**config.mk**
```make
export PLATFORM = sky130hd
export DESIGN_NAME = stopwatch_disp_mux
export DESIGN_NICKNAME = d
export VERILOG_FILES = /design/src/rtl/stopwatch_disp_mux.sv
export SDC_FILE = /design/constraint.sdc
export NUM_CORES = 1
export LEC_CHECK = 0
export ABC_AREA = 1
export CORE_MARGIN = 2
export CORE_UTILIZATION = 40
export CTS_CLUSTER_SIZE = 12
export DETAILED_ROUTE_END_ITERATION = 7
export PLACE_DENSITY = 0.63
export SLEW_MARGIN = 20
export SYNTH_ARGS = -nofsm -noshare
export SYNTH_HDL_FRONTEND = slang
export SYNTH_SLANG_ARGS = --single-unit
export TNS_END_PERCENT = 5
```
**constraint.sdc**
```tcl
create_clock -name clk -period 5.2 [get_ports clk]
set_clock_uncertainty 0.05 [all_clocks]
set_input_delay 1.56 -clock clk [delete_from_list [all_inputs] [get_ports clk]]
set_output_delay 1.56 -clock clk [all_outputs]
set_load 0.05 [all_outputs]
```
**src/rtl/stopwatch_disp_mux.sv**
```systemverilog
// Stopwatch display scanner: five time-multiplexed 7-segment digits
// (tenths, s units, s tens, min units, min tens). It is fed from a
// per-frame digit snapshot, inserts an anti-ghost blank window at the
// start of each slot and can suppress leading zeros.
//
// Ports
//   clk          system clock, rising edge
//   rst          asynchronous, active-high reset
//   en           display enable (1 = drive digits)
//   blank_lz     leading-zero blanking enable
//   dig_ds       tenths digit (4 bit)
//   dig_s1       seconds units digit (4 bit)
//   dig_s2       seconds tens digit (3 bit)
//   dig_m1       minutes units digit (4 bit)
//   dig_m2       minutes tens digit (3 bit)
//   seg_n        segments g..a (bit0 = a), active-low
//   dp_n         decimal point, active-low
//   an_n         digit enables, active-low (bit0 = ds ... bit4 = m2)
//   frame_start  one-cycle pulse after each snapshot capture
module stopwatch_disp_mux #(
    parameter int unsigned SCAN_DIV  = 50000,
    parameter int unsigned BLANK_CYC = 500
) (
    input  logic       clk,
    input  logic       rst,
    input  logic       en,
    input  logic       blank_lz,
    input  logic [3:0] dig_ds,
    input  logic [3:0] dig_s1,
    input  logic [2:0] dig_s2,
    input  logic [3:0] dig_m1,
    input  logic [2:0] dig_m2,
    output logic [6:0] seg_n,
    output logic       dp_n,
    output logic [4:0] an_n,
    output logic       frame_start
);

    localparam int unsigned CNT_W    = $clog2(SCAN_DIV);
    localparam logic [2:0]  IDX_LAST = 3'd4;
    localparam logic [6:0]  SEG_DASH = 7'h40;

    // Active-high gfedcba pattern; any code above 9 renders as a dash.
    function automatic logic [6:0] seg_decode(input logic [3:0] code);
        logic [6:0] pat;
        pat = SEG_DASH;
        case (code)
            4'd0: pat = 7'h3F;
            4'd1: pat = 7'h06;
            4'd2: pat = 7'h5B;
            4'd3: pat = 7'h4F;
            4'd4: pat = 7'h66;
            4'd5: pat = 7'h6D;
            4'd6: pat = 7'h7D;
            4'd7: pat = 7'h07;
            4'd8: pat = 7'h7F;
            4'd9: pat = 7'h6F;
            default: pat = SEG_DASH;
        endcase
        return pat;
    endfunction

    // 3-bit digits use 7 as their dash code; remap it to a dash code of the 4-bit decoder.
    function automatic logic [3:0] widen3(input logic [2:0] d);
        return (d == 3'd7) ? 4'hF : {1'b0, d};
    endfunction

    logic [CNT_W-1:0] cnt_q, cnt_d;
    logic [2:0]       idx_q, idx_d;
    logic [3:0]       ds_q, s1_q, m1_q;
    logic [2:0]       s2_q, m2_q;
    logic [6:0]       seg_n_q, seg_n_d;
    logic [4:0]       an_n_q, an_n_d;
    logic             dp_n_q, dp_n_d;
    logic             fs_q, fs_d;
    logic             tick, capture;

    // Prescaler, digit index and frame capture strobe.
    always_comb begin
        tick    = (cnt_q == CNT_W'(SCAN_DIV - 1));
        cnt_d   = tick ? '0 : cnt_q + CNT_W'(1);
        idx_d   = idx_q;
        if (tick) begin
            idx_d = (idx_q == IDX_LAST) ? 3'd0 : idx_q + 3'd1;
        end
        capture = tick && (idx_q == IDX_LAST);
        fs_d    = capture;
    end

    // Output decode from the current slot state; registered below.
    always_comb begin
        logic [3:0] code;
        logic       z_m2, z_m1, z_s2, blanked, show;
        code = ds_q;
        case (idx_q)
            3'd0:    code = ds_q;
            3'd1:    code = s1_q;
            3'd2:    code = widen3(s2_q);
            3'd3:    code = m1_q;
            3'd4:    code = widen3(m2_q);
            default: code = ds_q;
        endcase
        z_m2    = (m2_q == 3'd0);
        z_m1    = z_m2 && (m1_q == 4'd0);
        z_s2    = z_m1 && (s2_q == 3'd0);
        blanked = blank_lz && (((idx_q == 3'd4) && z_m2) ||
                               ((idx_q == 3'd3) && z_m1) ||
                               ((idx_q == 3'd2) && z_s2));
        show    = en && (cnt_q >= CNT_W'(BLANK_CYC)) && !blanked;

        an_n_d  = 5'h1F;
        seg_n_d = 7'h7F;
        dp_n_d  = 1'b1;
        if (show) begin
            an_n_d  = ~(5'b00001 << idx_q);
            seg_n_d = ~seg_decode(code);
            dp_n_d  = !((idx_q == 3'd1) || (idx_q == 3'd3));
        end
    end

    always_ff @(posedge clk or posedge rst) begin
        if (rst) begin
            cnt_q   <= '0;
            idx_q   <= IDX_LAST;
            ds_q    <= '0;
            s1_q    <= '0;
            s2_q    <= '0;
            m1_q    <= '0;
            m2_q    <= '0;
            an_n_q  <= 5'h1F;
            seg_n_q <= 7'h7F;
            dp_n_q  <= 1'b1;
            fs_q    <= 1'b0;
        end else begin
            cnt_q   <= cnt_d;
            idx_q   <= idx_d;
            if (capture) begin
                ds_q <= dig_ds;
                s1_q <= dig_s1;
                s2_q <= dig_s2;
                m1_q <= dig_m1;
                m2_q <= dig_m2;
            end
            an_n_q  <= an_n_d;
            seg_n_q <= seg_n_d;
            dp_n_q  <= dp_n_d;
            fs_q    <= fs_d;
        end
    end

    assign seg_n       = seg_n_q;
    assign dp_n        = dp_n_q;
    assign an_n        = an_n_q;
    assign frame_start = fs_q;

endmodule

```
==> results.py, run 1 <==
metrics = {
    "status": {
        "status": "finished clean",
    },
    "sta": {
        "setup_viol": 0,
        "layout_min_cycle_time_ps": 3230,
        "rsz0062_at_grt": "no",
        "worstMarginPinSlew_ps": 526,
        "fin_crit_sh_pct": 62.2,
        "hold_viol_final": 0,
        "max_slew_margin_pct": 64.8,
        "final_max_slew_viol_count": 0,
        "fin_tns_setup_ps": 0,
        "fin_worst_hold_slack_ps": 434,
        "timing.fmax_mhz": 309,
    },
    "clocking": {
        "clk_pin_slew_ps": 90,
        "cts-resized-gates": 0,
        "post_cts_buffers": 0,
        "tritoncts": "done",
        "ctsLongestPathBuffers": 2,
        "h-tree-depth": 2,
        "clkSinkCount": 51,
        "clk-insertion-delay-late_ps": 310,
        "numCtsBuffers": 5,
        "cts_root_buf": "clkbuf_8",
        "hold_buffers": 0,
    },
    "yosys": {
        "synthCells": 343,
        "synth_seq_area_share_pct": 47.2,
        "synth_cell_types": 28,
        "synth.top_cell.area_share_pct": 33.8,
        "synth_top_area_cell": "dfrtp_1",
        "async_reset_ff_share_pct": 100,
        "synth_edf_count": 0,
        "netlist_top_cells_area": "dfrtp_1 34%, dfstp_2 13%, nand2_1 12%",
        "postSynthAreaPerCell_sq_um": 7.99,
        "ys.warnings.count": 0,
        "synth_top_flop_cell": "dfrtp_1",
        "synth_fp_nets": 377,
        "yosys_register_bits": 51,
        "synth_area_sq_mm": 0.00274,
    },
    "power_and_ir_drop": {
        "power_density_mw_per_mm2": 202,
        "peakVddDrop_v": 0.0000862,
        "cellLeakagePower_nw": 1.50,
    },
    "critical_path": {
        "max_stage_delay_ps": 800,
        "path_class": "reg -> out",
        "crit_buf_inv": 1,
        "r2r_slack_ps": 2720,
        "r2r_end": "seg_n[3]$_DFF_PP1_",
        "critical_path.startpoint_type": "register",
        "crit_required_ps": 3590,
        "crit_path_cell_trace": "clkdlybuf4s50_1",
        "r2r_cells": 11,
        "critPathCaptureType": "output port",
        "path_max_fanout": 1,
        "critPathSlowestCell": "clkdlybuf4s50_1",
        "worstReg2RegStart": "idx_q[0]$_DFFE_PP0N_",
        "cpLargestDelayFamily": "buffers and inverters",
        "cp.arrival_ps": 1620,
    },
    "global_routing": {
        "grt_pass1_vias": 2077,
        "antenna_found_initial": 0,
        "grtUsageTotal_pct": 15.8,
        "grt_start_max_net_pins": 35,
        "overflow": 0,
        "grt_pass1_wl_um": 9470,
    },
    "run": {
        "cap_violations": 0,
    },
    "floorplanning": {
        "die_w_um": 86.8,
        "std_cell_rows": 30,
        "start_util_pct": 40.8,
        "io_pins": 36,
        "die_h_um": 86.8,
        "core_sq_mm": 0.00672,
        "die_area_sq_mm": 0.00753,
    },
    "detailed_routing": {
        "wl_per_cell_um": 11.5,
        "drt_iter0_markers": 132,
        "drtPass1Iterations": 4,
        "drtAntennaViolNets": 0,
        "drt-total-wl_um": 5290,
        "vias": 2176,
        "vias_per_cell": 4.72,
        "drc": 0,
    },
    "finish": {
        "fillers": 669,
        "multi_input_area_sq_mm": 0.00121,
        "layoutNonFillerInstCount": 461,
        "synthToLayoutAreaGrowth_pct": 18.3,
        "drive_gt1_share_pct": 10.2,
        "antenna_cells": 0,
        "regArea_sq_mm": 0.00129,
        "nNetsFinal": 414,
    },
    "worst_hold_path": {
        "hold_path_class": "reg -> reg",
        "hold_depth": 1,
        "hp-start": "cnt_q[0]$_DFF_PP0_",
        "hold_end": "cnt_q[0]$_DFF_PP0_",
    },
    "place": {
        "port_buffers": 35,
        "dp_hpwl_um": 4010,
        "gp_congestion": 0.912,
        "placed_cells_incl_taps": 453,
    },
}
## stage by stage
stage	power (mW)	util, %	worst slack (ps)	area, sq um
after CTS	0.667	48.3	1950	3240
final	0.656	48.3	1970	3240
after global routing	0.684	48.3	1920	3240
after global placement	0.429	46.9	2300	3150
after detailed placement	0.429	46.9	2270	3150
after floorplan	0.410	-	2380	2740
## power breakdown
group	switching, mW	internal [mW]	leakage, nW
clock network	0.128	0.108	0.0482
logic	0.00929	0.0141	0.897
registers	0	0.397	0.556
total	0.137	0.519	1.50
## cell usage after synthesis (3+ instances only)
master / count
buf_6: 3
nand2_2: 6
nand2_1: 88
a21oi_1: 5
inv_1: 49
nor2_1: 33
nand3_1: 41
o21ai_0: 25
dfrtp_1: 37
nand4_1: 5
dfstp_2: 14
ha_1: 12
xor2_1: 7
## how the worst max path moves through the flow
| stage | startpoint | cells after the start | end | slack [ps] |
|---|---|---|---|---|
| final | an_n[0]$_DFF_PP1_ | 1 | an_n[0] | 1970 |
| after CTS | an_n[0]$_DFF_PP1_ | 1 | an_n[0] | 1950 |
| after floorplan | rst | 1 | cnt_q[0]$_DFF_PP0_ | 2380 |
| after global placement | an_n[0]$_DFF_PP1_ | 1 | an_n[0] | 2300 |
| after detailed placement | blank_lz | 5 | dp_n$_DFF_PP1_ | 2270 |
| after global routing | an_n[3]$_DFF_PP1_ | 1 | an_n[3] | 1920 |
## cell type report
| cell class | instances | share of cell area, % |
|---|---|---|
| sequential | 51 | 39.9 |
| multi-input combinational | 235 | 37.3 |
| timing repair buffer | 36 | 11.0 |
| inverter | 51 | 5.90 |
| tap | 80 | 3.09 |
| clock buffer | 7 | 2.66 |
| clock inverter | 1 | 0.154 |
## flip-flops by register name, summed over array words and instances (netlist names)
signal	count
cnt_q	16
seg_n	7
an_n	5
ds_q	4
m1_q	4
s1_q	4
idx_q	3
m2_q	3
s2_q	3
dp_n	1
frame_start	1
## layout by cell type (no fill, tap or decap), types with 7 or more instances in the layout
cell type,instances
o21ai_0,25
ha_1,12
nand2_1,88
nor2_1,33
xor2_1,7
dfstp_2,14
dfrtp_1,37
inv_1,48
nand3_1,41
clkdlybuf4s50_1,35
## cells by family (layout without fill, tap and decap cells)
group                    Yosys count  after routing  synth area share (%)
AND/OR/NAND/NOR                  181            181                  29.2
buffers and inverters             57             95                  8.67
flip-flops                        51             51                  47.2
AO/OA/AOI/OAI                     34             34                  6.94
adder cells (fa/ha/maj)           12             12                  5.48
XOR/XNOR                           8              8                  2.56
## routing by layer
layer  global-route usage (%)  routed length, um  up-vias
met5                        0                  0        -
met4                     5.26                 91        0
met3                     4.10                235        9
met2                     23.2               2220       40
met1                     22.7               2750      979
li1                         -                  -     1148
(Power assumes the default switching activity.)
==> inputs of run 2 (changes only) <==
--- a/config.mk
+++ b/config.mk
@@ -10,7 +10,7 @@
 export CORE_UTILIZATION = 40
 export CTS_CLUSTER_SIZE = 12
 export DETAILED_ROUTE_END_ITERATION = 7
-export PLACE_DENSITY = 0.63
+export PLACE_DENSITY = 0.65
 export SLEW_MARGIN = 20
 export SYNTH_ARGS = -nofsm -noshare
 export SYNTH_HDL_FRONTEND = slang
==> constraint.sdc (replaced) <==
create_clock -name clk -period 2.85 [get_ports clk]
set_clock_uncertainty 0.05 [all_clocks]
set_input_delay 0.855 -clock clk [delete_from_list [all_inputs] [get_ports clk]]
set_output_delay 0.855 -clock clk [all_outputs]
set_load 0.05 [all_outputs]
==> run 2 against run 1 <==
Net effect:
- clock power increased by 83%
- sequential cell count is the same
- non-clock buffer count increased by 1
- die area unchanged
- first-iteration DRC count down 17%
- critical path depth unchanged
- combinational power is 94% higher
- largest cell class unchanged
- largest power group unchanged
- highest routed layer unchanged
==> results.py, run 2 (synthesized netlist as in run 1, its figures left out) <==
metrics = {
    "sta": {
        "fin_tns_setup_ps": 0,
        "final_max_slew_viol_count": 0,
        "max_slew_margin_pct": 65.4,
        "fin_crit_sh_pct": 89.0,
        "hold_viol_final": 0,
        "setup_viol": 0,
        "layout_min_cycle_time_ps": 2540,
        "timing.fmax_mhz": 394,
        "worstMarginPinSlew_ps": 520,
        "fin_ws_ps": 314,
        "rsz0062_at_grt": "no",
    },
    "global_routing": {
        "antenna_found_initial": 0,
        "grtUsageTotal_pct": 15.2,
        "grt_pass1_wl_um": 9140,
        "overflow": 0,
        "grt_start_max_net_pins": 31,
        "grt_pass1_vias": 1967,
    },
    "power_and_ir_drop": {
        "power_density_mw_per_mm2": 368,
        "switching_share_pct": 21.4,
        "cellLeakagePower_nw": 1.51,
        "pwr-share-clk_pct": 36.0,
        "p_sw_mw": 0.257,
        "peakVddDrop_v": 0.000162,
        "seqPwrFrac_pct": 60.2,
        "internal_power_mw": 0.946,
        "pwr-share-comb_pct": 3.8,
    },
    "critical_path": {
        "critPathCaptureType": "output port",
        "crit_buf_inv": 1,
        "critical_path.startpoint_type": "register",
        "path_max_fanout": 1,
        "crit_required_ps": 1950,
        "cpLargestDelayFamily": "buffers and inverters",
        "crit_path_cell_trace": "clkdlybuf4s50_1",
        "max_stage_delay_ps": 790,
        "cp.arrival_ps": 1630,
        "path_class": "reg -> out",
        "critPathSlowestCell": "clkdlybuf4s50_1",
    },
    "status": {
        "status": "finished clean",
    },
    "clocking": {
        "clk_pin_slew_ps": 90,
        "post_cts_buffers": 0,
        "h-tree-depth": 2,
        "tritoncts": "done",
        "cts_root_buf": "clkbuf_8",
        "ctsLongestPathBuffers": 2,
        "cts-resized-gates": 0,
        "hold_buffers": 0,
        "clk-insertion-delay-late_ps": 310,
        "numCtsBuffers": 5,
        "clkSinkCount": 51,
    },
    "finish": {
        "largest_reg_flops": 16,
        "mostFrequentLayoutCell": "nand2_1",
        "regMostFlops": "cnt_q",
        "drive_gt1_share_pct": 10.5,
        "fillers": 618,
        "synthToLayoutAreaGrowth_pct": 19.2,
        "antenna_cells": 0,
        "layout_common_cells": "88 x nand2_1, 48 x inv_1, 41 x nand3_1",
        "nNetsFinal": 415,
    },
    "detailed_routing": {
        "drt_iter0_markers": 110,
        "vias": 2187,
        "vias_per_cell": 4.73,
        "drtAntennaViolNets": 0,
        "wl_per_cell_um": 11.6,
        "drtPass1Iterations": 4,
        "drc": 0,
        "drt-total-wl_um": 5370,
    },
    "floorplanning": {
        "io_pins": 36,
        "std_cell_rows": 30,
        "start_util_pct": 40.8,
        "core_sq_mm": 0.00672,
        "die_area_sq_mm": 0.00753,
        "die_w_um": 86.8,
        "die_h_um": 86.8,
    },
    "run": {
        "cap_violations": 0,
    },
    "worst_hold_path": {
        "hold_path_class": "reg -> reg",
    },
    "place": {
        "dpl_worst_slack_ps": 543,
        "dp_hpwl_um": 4120,
        "gp_congestion": 0.893,
        "port_buffers": 35,
    },
}
## run 2: cell types whose count changed in the layout (fill, tap and decap cells not counted), sizes merged
cell | before | now
clkbuf | 7 | 6
clkinvlp | 0 | 1
buf | 1 | 2
## run 2: through the flow
step | utilization [%] | cell area, sq um | hold WS [ps] | total power [mW] | cells
floorplan | - | 2740 | 382 | 0.748 | 343
global placement | 47.2 | 3170 | 402 | 0.784 | 454
detailed placement | 47.2 | 3170 | 408 | 0.785 | 454
CTS | 48.6 | 3270 | 420 | 1.22 | 462
global route | 48.6 | 3270 | 440 | 1.25 | 462
finish | 48.6 | 3270 | 420 | 1.20 | 462
## run 2: layer usage
metal	share of wire, %	vias up	track usage, %
met5	0	-	0
met4	1.4	0	4.69
met3	4.7	5	3.14
met2	45	51	23.2
met1	49	976	21.8
li1	-	1155	-
## run 2: worst paths after layout
check / start / endpoint / slack (ps) / cells after the start
max in group asynchronous: rst / idx_q[2]$_DFFE_PP1N_ / 1330 / 3
setup reg to reg: idx_q[2]$_DFFE_PP1N_ / seg_n[3]$_DFF_PP1_ / 620 / 11
setup / recovery: an_n[0]$_DFF_PP1_ / an_n[0] / 310 / 1
hold / removal: cnt_q[0]$_DFF_PP0_ / cnt_q[0]$_DFF_PP0_ / 420 / 1
hold reg to reg: cnt_q[0]$_DFF_PP0_ / cnt_q[0]$_DFF_PP0_ / 420 / 1
min in group asynchronous: rst / ds_q[2]$_DFFE_PP0P_ / 840 / 2
## run 2: cell type report
cell class / instances / area (sq um) / area share, %
flip-flops and latches: 51 / 1290 / 39.6
clock inverters: 2 / 11.3 / 0.345
multi-input cells: 235 / 1210 / 37.0
well taps: 80 / 100 / 3.06
inverters: 51 / 191 / 5.86
clock buffers: 6 / 82.6 / 2.53
repair buffers: 37 / 378 / 11.6
## run 2: power groups by stage
stage          clock [mW]  combinational [mW]  sequential [mW]
3_5_place_dp            0              0.0471            0.738
3_3_place_gp            0              0.0467            0.738
4_1_cts             0.450              0.0472            0.724
5_1_grt             0.477              0.0502            0.724
2_1_floorplan           0              0.0104            0.738
6_report            0.433              0.0453            0.724
==> inputs of run 3 (changes only) <==
--- a/config.mk
+++ b/config.mk
@@ -10,6 +10,7 @@
 export CORE_UTILIZATION = 40
 export CTS_CLUSTER_SIZE = 12
 export DETAILED_ROUTE_END_ITERATION = 7
+export GPL_TIMING_DRIVEN = 1
 export PLACE_DENSITY = 0.65
 export SLEW_MARGIN = 20
 export SYNTH_ARGS = -nofsm -noshare
==> results of run 3 <==
No change in the layout: final DEF, timing and power equal those of run 2.
